[config.mk]
export PLATFORM = sky130hd
export DESIGN_NAME = ray_probe_reader
export DESIGN_NICKNAME = d
export VERILOG_FILES = /design/src/rtl/ray_probe_reader.sv
export SDC_FILE = /design/constraint.sdc
export NUM_CORES = 1
export LEC_CHECK = 0
export ABC_AREA = 1
export ABC_CLOCK_PERIOD_IN_PS = 5200
export BUFFER_PORTS_ARGS = -buffer_cell sky130_fd_sc_hd__buf_2
export CAP_MARGIN = 0
export CORE_ASPECT_RATIO = 1.1
export CORE_MARGIN = 2
export CORE_UTILIZATION = 50
export CTS_CLUSTER_SIZE = 10
export DETAILED_ROUTE_END_ITERATION = 12
export PLACE_DENSITY = 0.77
export SYNTH_ARGS = -nofsm -noshare
export SYNTH_HDL_FRONTEND = slang
export SYNTH_SLANG_ARGS = --single-unit
[constraint.sdc]
create_clock -name clk -period 5.2 [get_ports clk]
set_clock_uncertainty 0.15 [all_clocks]
set_input_delay 0.78 -clock clk [delete_from_list [all_inputs] [get_ports clk]]
set_output_delay 0.78 -clock clk [all_outputs]
set_load 0.005 [all_outputs]
[src/rtl/ray_probe_reader.sv]
// Framebuffer line probe: walks up to 15 pixels from a head position in one of
// four directions and reports the first occupied pixel or the screen-edge wall.
module ray_probe_reader #(
    parameter int XMAX = 160,
    parameter int YMAX = 120
) (
    input  logic        clk,
    input  logic        reset,
    input  logic        req,
    input  logic [7:0]  x_in,
    input  logic [6:0]  y_in,
    input  logic [1:0]  dir,
    input  logic [3:0]  len,
    output logic        busy,
    output logic        done,
    output logic        hit,
    output logic        wall,
    output logic [3:0]  hit_dist,
    output logic [2:0]  hit_color,
    output logic [14:0] mem_addr,
    output logic        mem_rd,
    input  logic [2:0]  mem_data
);

    typedef enum logic [1:0] {
        IDLE  = 2'd0,
        ADDR  = 2'd1,
        CHECK = 2'd2,
        DONE  = 2'd3
    } state_t;

    localparam logic signed [9:0] XLIM = 10'(XMAX);
    localparam logic signed [9:0] YLIM = 10'(YMAX);

    state_t      state;
    logic [7:0]  start_x;
    logic [6:0]  start_y;
    logic [1:0]  start_dir;
    logic [3:0]  probe_len;
    logic [3:0]  step;
    logic        step_oob;

    // Coordinate of the step about to enter ADDR. It is evaluated one cycle
    // early so mem_addr/mem_rd can be registered and still be visible in ADDR.
    logic [7:0]        base_x;
    logic [6:0]        base_y;
    logic [1:0]        base_dir;
    logic [3:0]        next_step;
    logic signed [9:0] probe_x;
    logic signed [9:0] probe_y;
    logic              probe_oob;
    logic [14:0]       probe_addr;

    always_comb begin
        base_x    = (state == IDLE) ? x_in : start_x;
        base_y    = (state == IDLE) ? y_in : start_y;
        base_dir  = (state == IDLE) ? dir  : start_dir;
        next_step = (state == IDLE) ? 4'd1 : step + 4'd1;
        probe_x   = signed'({2'b00, base_x});
        probe_y   = signed'({3'b000, base_y});
        case (base_dir)
            2'b00:   probe_x = probe_x + signed'({6'd0, next_step});
            2'b01:   probe_y = probe_y + signed'({6'd0, next_step});
            2'b10:   probe_x = probe_x - signed'({6'd0, next_step});
            default: probe_y = probe_y - signed'({6'd0, next_step});
        endcase
        probe_oob = (probe_x < 10'sd0) || (probe_x >= XLIM) ||
                    (probe_y < 10'sd0) || (probe_y >= YLIM);
        // y*160 + x as shift-and-add
        probe_addr = {1'b0, probe_y[6:0], 7'b0}
                   + {3'b0, probe_y[6:0], 5'b0}
                   + {7'b0, probe_x[7:0]};
    end

    always_ff @(posedge clk or posedge reset) begin
        if (reset) begin
            state     <= IDLE;
            start_x   <= '0;
            start_y   <= '0;
            start_dir <= '0;
            probe_len <= '0;
            step      <= '0;
            step_oob  <= 1'b0;
            busy      <= 1'b0;
            done      <= 1'b0;
            hit       <= 1'b0;
            wall      <= 1'b0;
            hit_dist  <= '0;
            hit_color <= '0;
            mem_addr  <= '0;
            mem_rd    <= 1'b0;
        end else begin
            case (state)
                IDLE: begin
                    done   <= 1'b0;
                    mem_rd <= 1'b0;
                    if (req) begin
                        start_x   <= x_in;
                        start_y   <= y_in;
                        start_dir <= dir;
                        probe_len <= len;
                        step      <= 4'd1;
                        hit       <= 1'b0;
                        wall      <= 1'b0;
                        hit_dist  <= '0;
                        hit_color <= '0;
                        busy      <= 1'b1;
                        if (len == 4'd0) begin
                            done  <= 1'b1;
                            state <= DONE;
                        end else begin
                            step_oob <= probe_oob;
                            if (!probe_oob) begin
                                mem_addr <= probe_addr;
                                mem_rd   <= 1'b1;
                            end
                            state <= ADDR;
                        end
                    end
                end

                ADDR: begin
                    mem_rd <= 1'b0;
                    if (step_oob) begin
                        hit       <= 1'b1;
                        wall      <= 1'b1;
                        hit_dist  <= step;
                        hit_color <= '0;
                        done      <= 1'b1;
                        state     <= DONE;
                    end else begin
                        state <= CHECK;
                    end
                end

                CHECK: begin
                    if (mem_data != 3'b000) begin
                        hit       <= 1'b1;
                        hit_dist  <= step;
                        hit_color <= mem_data;
                        done      <= 1'b1;
                        state     <= DONE;
                    end else if (step == probe_len) begin
                        hit_dist <= probe_len;
                        done     <= 1'b1;
                        state    <= DONE;
                    end else begin
                        step     <= next_step;
                        step_oob <= probe_oob;
                        if (!probe_oob) begin
                            mem_addr <= probe_addr;
                            mem_rd   <= 1'b1;
                        end
                        state <= ADDR;
                    end
                end

                default: begin
                    done  <= 1'b0;
                    busy  <= 1'b0;
                    state <= IDLE;
                end
            endcase
        end
    end

endmodule
==> metrics list, run 1 <==
- The flow ran to the end, and the final reports show no timing, DRC or antenna violations.
- Dividing the detail-routed wire length by the instance count gives 13.6 microns.
- First-pass GRT wire length: 16500 microns
- After clock tree synthesis, the clock-pin slew on the worst setup and hold paths is 0.10 ns.
- Once detail routing completed, the nets flagged for antenna violations numbered 0.
- Final clock period utilization by the worst path: 89.2%
- Yosys printed 0 warnings.
* Total global routing overflow: 0
* Die footprint: 9150 sq um
- Buffers inserted to repair hold after CTS numbered 0.
- Setup repair after global routing missed its margin: no
- PostCTS Resize Cnt: 0
- At the pin with the least slew margin, the transition time is 1.15 ns.
- In the routed layout, each cell is associated on average with a via count of 5.25.
- Syn Std Cell Area: 4200 sq um
* Gate count after technology mapping: 567
- For this block, the routed nets add up to 9950 microns of wire.
* Largest net degree at the start of global routing: 56
- A synthesized cell averages 7.41 sq um.
- At the later pin of the worst-skew pair, clock insertion delay measures 0.31 ns.
* Net total in the final layout: 687
- Die Y: 100 microns
- The initial utilization of the core area, before any placement, comes to 50.7%.
- Routability-driven placement finished with a final weighted congestion of 0.946.
- The worst path in the final design needs a cycle of 4.64 ns, including I/O delays and setup.
- Summed over all failing endpoints, the final setup total negative slack is 0 ns.
* Asr flop ratio synth: 100%
- Of the synthesized area, sequential elements account for 32.8%.
- Type of the worst setup path: reg2reg
- Final core utilization: 56.6%
- Data arrival time of the critical path: 4.70 ns
* Fraction of layout instances using a drive strength above 1: 17.1%
- Count of endpoints failing setup in the final report: 0
- Worst Path Required: 5.26 ns
- Area occupied by multi-input gates: 2470 sq um
* Number of placed I/O pins: 54
- The initial antenna violation count came to 0.
- The clock passes through at most 2 buffers.
- The number of setup buffers added after CTS is 0.
* Filler-free cell count of the finished design: 731
- Registers take 1380 sq um.
- In this run the number of cells on the critical path is 26.
* Max-slew violation count: 0
* Area of the placeable core: 8280 sq um
- Leading cell type by number of instances after synthesis: sky130_fd_sc_hd__nand2_1
- Number of antenna diodes: 0
- Counting tap cells, the placed design contains a total of 724 instances.
- In this run the worst path has a maximum fanout of 19.
* Distinct cells, synth: 41
- The largest single stage delay on the critical path is 0.51 ns.
- Counting instances, the worst hold path has a depth of 2.
* Type of origin of the critical path: register
- The floorplan has 35 rows.
* Number of cells on the worst reg-to-reg path: 26
- Port buffering added 53 buffers.
- Cell repeated most along the worst path: sky130_fd_sc_hd__nand2_1
- GRT Total Usage: 22.2%
- The number of global-route vias before repair was 3516.
- Main flop type after synthesis: sky130_fd_sc_hd__dfrtp_1
- Together, buffers and inverters on the worst path number 5.
* CTS Root Cell: sky130_fd_sc_hd__clkbuf_8
* Relative slew slack: 23.1%
- Synthesis produced a netlist with a net count of 634.
- Register-to-Register Setup Slack: 0.56 ns
- First-pass detailed-route iteration total: 5
* Layout overhead on the synthesized area: 11.5%
* Total clock sinks: 55
* HP Start: mem_addr[14]
- The slowest stage of the critical path is the sky130_fd_sc_hd__fa_1 cell.
* Post-synthesis sequential element count: 55
- After detailed routing, the number of remaining DRC violations is 0.
- Worst min-delay path class: reg2reg
- Worst-case hold path end point: mem_addr[14]
* Top cell type's share of synthesized area: 32.8%
* Startpoint of the worst-slack reg-to-reg timing path: state[0]
* TritonCTS clock tree: built
- The worst register-to-register path ends at mem_addr[14].
- The biggest area contributor in the post-synthesis netlist is sky130_fd_sc_hd__dfrtp_1.
* Fmax achieved: 216 MHz
* Critical Path End Type: register
- Detailed-route via count: 3835
- Number of H-tree levels: 2
- Max-cap violations in this run came to 0.
- Buffers inserted during clock tree synthesis total 5.
* Width of the die: 91.4 microns
- Counting instances in the post-synthesis netlist gives the leading cell types as sky130_fd_sc_hd__nand2_1, sky130_fd_sc_hd__inv_1, sky130_fd_sc_hd__dfrtp_1.
* Synth top area cells: sky130_fd_sc_hd__dfrtp_1, sky130_fd_sc_hd__nand2_1, sky130_fd_sc_hd__ha_1
- Broken down by cell family, the worst path's largest delay share belongs to adder cells.
* Hold violation count in the final report: 0
* Filler cell count in the final layout: 786
- The first routing iteration left 217 violations.
- Number of synthesized flops with an enable pin: 0
- Detailed placement finished with a half-perimeter wire length of 7920 microns.
[flip-flops by register name, summed over array words and instances, names as in the netlist, 2 cells and up]
signal / count
mem_addr: 15
start_x: 8
start_y: 7
hit_dist: 4
probe_len: 4
step: 4
hit_color: 3
start_dir: 2
state: 2
[cell families after synthesis]
logic type | share of synthesized area (%)
AOI/OAI and AO/OA | 14.2
buffers and inverters | 8.49
adders and majority gates | 13.0
and+or+nand+nor | 28.0
muxes | 1.07
xor gates and xnor gates | 2.50
DFF | 32.8
[metal layers]
layer  wire length, microns  share of wire (%)  track usage, %  up-vias
met3                    384                3.9            2.78       18
met2                   4650                 47            36.5      104
met1                   4700                 47            30.9     1770
met5                      0                  0               0        -
li1                       -                  -               -     1943
met4                    215                2.2            7.11        0
[cell usage in the layout, fill, tap and decap left out, drive strengths merged, types with 2 or more instances in the layout]
cell,instances
o31ai,4
a32o,2
clkbuf,6
nor3,2
fa,6
ha,34
xnor2,8
dfrtp,55
o21ai,57
mux2,4
nor2,53
a21oi,25
o21a,2
o22ai,2
xor2,4
nand3b,3
inv,74
nand3,34
a22oi,4
buf,58
nand4,8
nand2,165
[worst max path at each step]
stage	end	start
floorplan	mem_addr[14]	state[0]
global placement	mem_addr[14]	state[0]
detailed placement	mem_addr[14]	state[0]
CTS	mem_addr[14]	state[0]
global route	mem_addr[14]	state[0]
finish	mem_addr[14]	state[0]
[worst min-delay path, delay by kind of cell, from the launching register on]
family,cells,cell delay (ns)
DFF,1,0.35
and+or+nand+nor,2,0.09
[cell type report]
class / instances / share of cell area [%]
clock buffer: 6 / 1.55
clock inverter: 1 / 0.641
inverter: 75 / 6.17
multi-input combinational: 425 / 52.8
sequential: 55 / 29.4
tap: 111 / 2.97
timing repair buffer: 58 / 6.47
[stage by stage]
stage          hold WS, ns  instance area (sq um)  setup slack, ns
6_report             0.324                   4680            0.561
5_1_grt              0.347                   4680            0.104
4_1_cts              0.328                   4670            0.206
3_5_place_dp         0.304                   4570            0.219
3_3_place_gp         0.302                   4570            0.516
2_1_floorplan        0.298                   4200            0.726
Power of run 1 is not shown: default switching activity piles up to over one toggle a cycle in this logic, so the estimate is an artifact.
==> run 2, diff against run 1 <==
CORE_UTILIZATION = 55   (was 50)
PLACE_DENSITY = 0.82   (was 0.77)
==> run 2 against run 1 <==
Setup slack got worse by 0.26 ns. Critical path depth fell by 8. Wire length fell by 0.98%. Final area fell by 1.2%. Largest cell class unchanged.
==> metrics list, run 2 (synthesized netlist as in run 1, its figures left out) <==
* Hold violation count in the final report: 0 (unchanged)
- The flip-flop count of the largest register, all copies and words added was 15 (unchanged).
- The worst reg-to-reg path cell count was 18 (-31%).
* Largest net degree at the start of global routing: 56 (unchanged)
* Relative slew slack: 23.8% (+0.62 points)
- The total setup violations reported at the end of the flow is 0 (unchanged).
- Site row count: 33 (-5.7%)
- Detailed-route via count: 3866 (+0.81%)
- Highest fanout seen on the critical path: 30 (+11)
- The number of max-slew violations in the final report is 0 (unchanged).
- The final critical-path share of the clock period came to 94.3% (+5.1 points).
- Total wire length after detailed routing: 9850 microns (-0.98%)
* R2r endpoint: mem_addr[14]
- The post-cts gate resize count was 0 (unchanged).
* First-pass detailed-route iteration total: 5 (unchanged)
- Type of the worst setup path: reg2reg
* Number of buffers inserted during clock tree synthesis: 5 (unchanged)
- The signal arrival time at the worst endpoint was 4.97 ns (+0.27 ns).
- The path with the worst hold slack has its endpoint at mem_addr[12].
* MaxCap Viol Count: 0 (unchanged)
* # Post-CTS Setup Buffers: 0 (unchanged)
* Number of antenna diodes: 0 (unchanged)
* Critical Path End Type: register
- The share of final-layout standard cells stronger than drive strength 1 is 16.9% (-0.16 points).
- The starting density of the core was 56.5% (+5.8 points).
* HP Start: mem_addr[12]
- The number of antenna-violating nets in the routed design was 0 (unchanged).
- The number of top-level design ports is 54 (unchanged).
- Die footprint: 8350 sq um (-8.7%)
* Register-to-Register Setup Slack: 0.30 ns (-0.26 ns)
- The number of global-route vias before repair is 3589 (+2.1%).
- The run finished with clean final reports.
- The count of fill cells added during filler insertion came to 680 (-13%).
* Final routed wire length divided by cell count: 13.9 microns (+2.4%)
* Max Buffers Root-to-Sink: 2 (unchanged)
* Die Y: 95.6 microns (-4.5%)
* Startpoint of the worst-slack reg-to-reg timing path: state[0]
* Setup repair after global routing missed its margin: no
- Routability cong.: 0.956 (+1.1%)
- The combined global-route utilization of all metal layers came to 24.8% (+2.5 points).
* Largest registers in the final layout: mem_addr: 15 flops, start_x: 8 flops, start_y: 7 flops
- Final Critical Period: 4.90 ns (+0.263 ns)
* Clock insertion delay at the later pin of the skew report: 0.32 ns (about the same)
- Area of the placeable core: 7430 sq um (-10%)
- The cell depth of the worst min-delay path came to 2 (unchanged).
* Summed negative setup slack over all endpoints: 0 ns (unchanged)
- The clock-pin slew on the worst setup and hold paths is 0.11 ns (about the same).
* Vias per cell: 5.47 (+4.2%)
- The data required time of the critical path is 5.26 ns (about the same).
- Type of origin of the critical path: register
- The net total in the final layout is 686 (-0.15%).
* Top library cells by usage in the layout, fill and taps aside: sky130_fd_sc_hd__nand2_1, sky130_fd_sc_hd__inv_1, sky130_fd_sc_hd__dfrtp_1
* Total of buffers placed on input and output ports: 53 (unchanged)
* Total clock sinks: 55 (unchanged)
- The horizontal die dimension is 87.3 microns (-4.4%).
* Reg with most FFs: mem_addr
- Leaving out fill and tap cells, the most frequent cell in the layout is sky130_fd_sc_hd__nand2_1.
- The half-perimeter wire length of the detailed placement result is 7720 microns (-2.5%).
* First-pass GRT wire length: 16400 microns (-0.91%)
- Fmax achieved: 204 MHz (-5.4%)
- Starting DRC count in detailed routing: 260 (+20%)
- Number of antenna violations at the first check in global routing: 0 (unchanged)
- Layout overhead on the synthesized area: 10.2%
- The post-route DRC violation count came to 0 (unchanged).
* Slew at the pin closest to its max-slew limit: 1.14 ns (-0.00927 ns)
- The post-cts hold buffer count came to 0 (unchanged).
* CTS Root Cell: sky130_fd_sc_hd__clkbuf_8
- TritonCTS clock tree: built
- Number of H-tree levels: 2 (unchanged)
- Worst min-delay path class: reg2reg
- The aggregate global routing overflow was 0 (unchanged).
-- run 2: area by class of cell --
cell class              instances  area (sq um)  area share [%]
flip-flops and latches         55          1380            29.7
well taps                      87           109            2.35
clock inverters                 3          27.5           0.595
multi-input cells             425          2470            53.3
repair buffers                 57           295            6.38
inverters                      75           284            6.14
clock buffers                   5          68.8            1.49
-- run 2: how the worst max path moves through the flow --
| stage | end | slack [ns] | startpoint |
|---|---|---|---|
| 6_report | mem_addr[14] | 0.30 | state[0] |
| 4_1_cts | mem_addr[14] | 0.32 | state[0] |
| 2_1_floorplan | mem_addr[14] | 0.73 | state[0] |
| 5_1_grt | mem_addr[14] | 0.01 | state[0] |
| 3_3_place_gp | mem_addr[14] | 0.62 | state[0] |
| 3_5_place_dp | mem_addr[14] | 0.34 | state[0] |
-- run 2: through the flow --
stage	instances	instance area (sq um)	hold slack, ns	util [%]	setup WS, ns
after floorplan	567	4200	0.298	-	0.726
after global placement	699	4530	0.302	61.0	0.623
after detailed placement	699	4530	0.311	61.0	0.343
after CTS	707	4630	0.337	62.3	0.323
after global routing	707	4630	0.364	62.3	0.0117
final	707	4630	0.336	62.3	0.297
-- run 2: routing by layer --
layer / vias to the layer above / wire (microns) / global-route usage, %
met2: 117 / 4610 / 40.2
met1: 1787 / 4480 / 33.6
met5: - / 0 / 0
met3: 20 / 534 / 3.38
met4: 0 / 226 / 9.23
li1: 1942 / - / -
-- run 2: worst max-delay path, stage by stage, from the launching register on --
cell	delay [ns]
sky130_fd_sc_hd__dfrtp_1	0.39
sky130_fd_sc_hd__inv_1	0.08
sky130_fd_sc_hd__ha_1	0.22
sky130_fd_sc_hd__buf_4	0.23
sky130_fd_sc_hd__o21ai_0	0.48
sky130_fd_sc_hd__inv_1	0.19
sky130_fd_sc_hd__fa_1	0.49
sky130_fd_sc_hd__xnor2_1	0.14
sky130_fd_sc_hd__a211oi_1	0.44
sky130_fd_sc_hd__fa_1	0.53
sky130_fd_sc_hd__fa_1	0.48
sky130_fd_sc_hd__a31oi_1	0.28
sky130_fd_sc_hd__nor2_1	0.07
sky130_fd_sc_hd__o21ai_0	0.19
sky130_fd_sc_hd__nand2_1	0.11
sky130_fd_sc_hd__a21oi_1	0.14
sky130_fd_sc_hd__nor2_1	0.06
sky130_fd_sc_hd__nand3_1	0.07
sky130_fd_sc_hd__nand2_1	0.06
Power of run 2 is left out for the same reason.
==> run 3, diff against run 2 <==
PLACE_DENSITY = 0.8   (was 0.82)
==> run 3 against run 2 <==
Flip-flop and latch count did not move. Final area did not move. Global-route usage rose by 0.091 points. Utilization did not move. Critical endpoint unchanged. Register-to-register slack improved by 0.11 ns. Setup slack improved by 0.11 ns. Die area did not move. First-iteration DRC count fell by 3.5%. Non-clock buffer count fell by 1. Wire length fell by 0.82%. Cell count fell by 0.14%.
==> metrics list, run 3 (synthesized netlist as in run 1, its figures left out) <==
- Routed Antenna Nets: 0 (unchanged)
* Vias per cell: 5.38 (-1.6%)
* CTS Root Cell: sky130_fd_sc_hd__clkbuf_8
- Die footprint: 8350 sq um (unchanged)
* Leading cell type in the layout, fill and taps excluded: sky130_fd_sc_hd__nand2_1
- Final Critical Period: 4.79 ns (-0.111 ns)
- Post-CTS Hold Buffers: 0 (unchanged)
* Worst Path Required: 5.27 ns (about the same)
- The final hold violation count is 0 (unchanged).
- By startpoint and endpoint, the worst setup path is classified as reg2reg.
- Max FFs per register: 15 (unchanged)
* Area of the placeable core: 7430 sq um (unchanged)
* Total global routing overflow: 0 (unchanged)
- Count of endpoints failing setup in the final report: 0 (unchanged)
- The number of cell rows is 33 (unchanged).
* Worst min-delay path class: reg2reg
- The peak fanout along the critical path was 30 (unchanged).
- The worst reg-to-reg path cell count was 20 (+2).
- The port buffer count came to 53 (unchanged).
- Largest registers in the final layout: mem_addr: 15 flops, start_x: 8 flops, start_y: 7 flops
* Die Y: 95.6 microns (unchanged)
* Clock insertion delay at the later pin of the skew report: 0.32 ns (about the same)
- The count of fill cells added during filler insertion is 694 (+2.1%).
- The routed length on met1 was 4620 microns (+3.0%).
- TritonCTS clock tree: built
* Detailed-route DRC error count: 0 (unchanged)
- Fmax achieved: 209 MHz (+2.3%)
- WL met2: 4400 microns (-4.4%)
* GRT Total Usage: 24.8% (+0.091 points)
- The clock tree buffer depth came to 2 (unchanged).
- First-pass detailed-route iteration total: 5 (unchanged)
* Max-slew violation count: 0 (unchanged)
- Relative slew slack: 20.9% (-2.8 points)
- Area occupied by multi-input gates: 2470 sq um (+0.10%)
- The horizontal die dimension was 87.3 microns (unchanged).
* Flip-flop and latch area: 1380 sq um (unchanged)
- The total negative slack came to 0 ns (unchanged).
- Max Used Layer: met4
- Number of global-route vias before repair: 3534 (-1.5%)
* Final clock period utilization by the worst path: 92.2% (-2.1 points)
- The first-pass GRT wire length was 16400 microns (+0.50%).
* Number of antenna violations at the first check in global routing: 0 (unchanged)
- The half-perimeter wire length of the detailed placement result was 7600 microns (-1.6%).
- Starting DRC count in detailed routing: 251 (-3.5%)
- MaxCap Viol Count: 0 (unchanged)
- Clk pin slew, worst setup/hold paths: 0.11 ns (about the same)
- The run finished with clean final reports.
- Net total in the final layout: 685 (-0.15%)
- Largest net degree at the start of global routing: 56 (unchanged)
- Setup repair after global routing left no endpoint under its margin.
- Number of buffers inserted during clock tree synthesis: 5 (unchanged)
* Layout overhead on the synthesized area: 10.2% (unchanged)
- The antenna cell count was 0 (unchanged).
- Total clock sinks: 55 (unchanged)
- The cell depth of the worst min-delay path is 2 (unchanged).
* Slew at the pin closest to its max-slew limit: 1.18 ns (+0.0421 ns)
- Number of H-tree levels: 2 (unchanged)
* Met3 routed WL: 487 microns (-8.8%)
- Fraction of layout instances using a drive strength above 1: 17.0% (+0.027 points)
- Top library cells by usage in the layout, fill and taps aside: sky130_fd_sc_hd__nand2_1, sky130_fd_sc_hd__inv_1, sky130_fd_sc_hd__dfrtp_1
* Reg with most FFs: mem_addr
- Total wire length after detailed routing: 9770 microns (-0.82%)
- The overall via count from detail_route was 3797 (-1.8%).
- The starting density of the core is 56.5% (unchanged).
* Routability cong.: 0.906 (-5.2%)
- The mean routed wirelength per cell is 13.8 microns (-0.68%).
- STA classifies the critical path startpoint as a register.
* Number of placed I/O pins: 54 (unchanged)
- Data arrival time of the critical path: 4.86 ns (-0.11 ns)
* Critical Path End Type: register
## run 3: cell count changes in the layout (fill, tap and decap cells not counted), sizes merged
cell    change
buf         -1
clkbuf      +1
clkinv      -1
## run 3: final timing paths
check | end | start | slack [ns]
setup / recovery | mem_addr[14] | state[0] | 0.41
hold / removal | mem_addr[14] | mem_addr[14] | 0.33
setup reg to reg | mem_addr[14] | state[0] | 0.41
hold reg to reg | mem_addr[14] | mem_addr[14] | 0.33
max in group asynchronous | start_x[7] | reset | 3.94
min in group asynchronous | mem_addr[7] | reset | 0.49
## run 3: area by class of cell
class / count / share of cell area (%)
multi-input cells: 425 / 53.4
well taps: 87 / 2.35
clock buffers: 6 / 1.78
flip-flops and latches: 55 / 29.7
clock inverters: 2 / 0.406
inverters: 75 / 6.14
repair buffers: 56 / 6.22
## run 3: worst max-delay path, cell delays in order, from the launching register on
cell	delay (ns)
sky130_fd_sc_hd__dfrtp_1	0.42
sky130_fd_sc_hd__inv_1	0.11
sky130_fd_sc_hd__ha_1	0.20
sky130_fd_sc_hd__buf_4	0.31
sky130_fd_sc_hd__o21ai_0	0.20
sky130_fd_sc_hd__inv_1	0.11
sky130_fd_sc_hd__ha_1	0.17
sky130_fd_sc_hd__inv_1	0.06
sky130_fd_sc_hd__fa_1	0.40
sky130_fd_sc_hd__xnor2_1	0.14
sky130_fd_sc_hd__a211oi_1	0.45
sky130_fd_sc_hd__fa_1	0.53
sky130_fd_sc_hd__fa_1	0.48
sky130_fd_sc_hd__a31oi_1	0.28
sky130_fd_sc_hd__nor2_1	0.06
sky130_fd_sc_hd__o21ai_0	0.19
sky130_fd_sc_hd__nand2_1	0.11
sky130_fd_sc_hd__a21oi_1	0.14
sky130_fd_sc_hd__nor2_1	0.06
sky130_fd_sc_hd__nand3_1	0.07
sky130_fd_sc_hd__nand2_1	0.06
## run 3: metrics by stage
stage	area [sq um]	utilization, %	worst slack [ns]	std cells	hold slack, ns
detailed placement	4520	60.9	0.332	698	0.310
floorplan	4200	-	0.726	567	0.298
global route	4630	62.3	0.00182	706	0.352
finish	4630	62.3	0.408	706	0.331
global placement	4520	60.9	0.558	698	0.302
CTS	4620	62.2	0.315	706	0.336
## run 3: timing repair
item,4_1_cts,5_1_grt
gates resized for setup,0,3
endpoints found under the setup margin,0,2
buffers inserted,0,0
## run 3: metal layers
layer,vias to the layer above,global-route usage (%)
li1,1940,-
met1,1721,34.5
met2,115,40.2
met3,21,2.94
met4,0,8.08
met5,-,0
Power of run 3 is left out for the same reason.
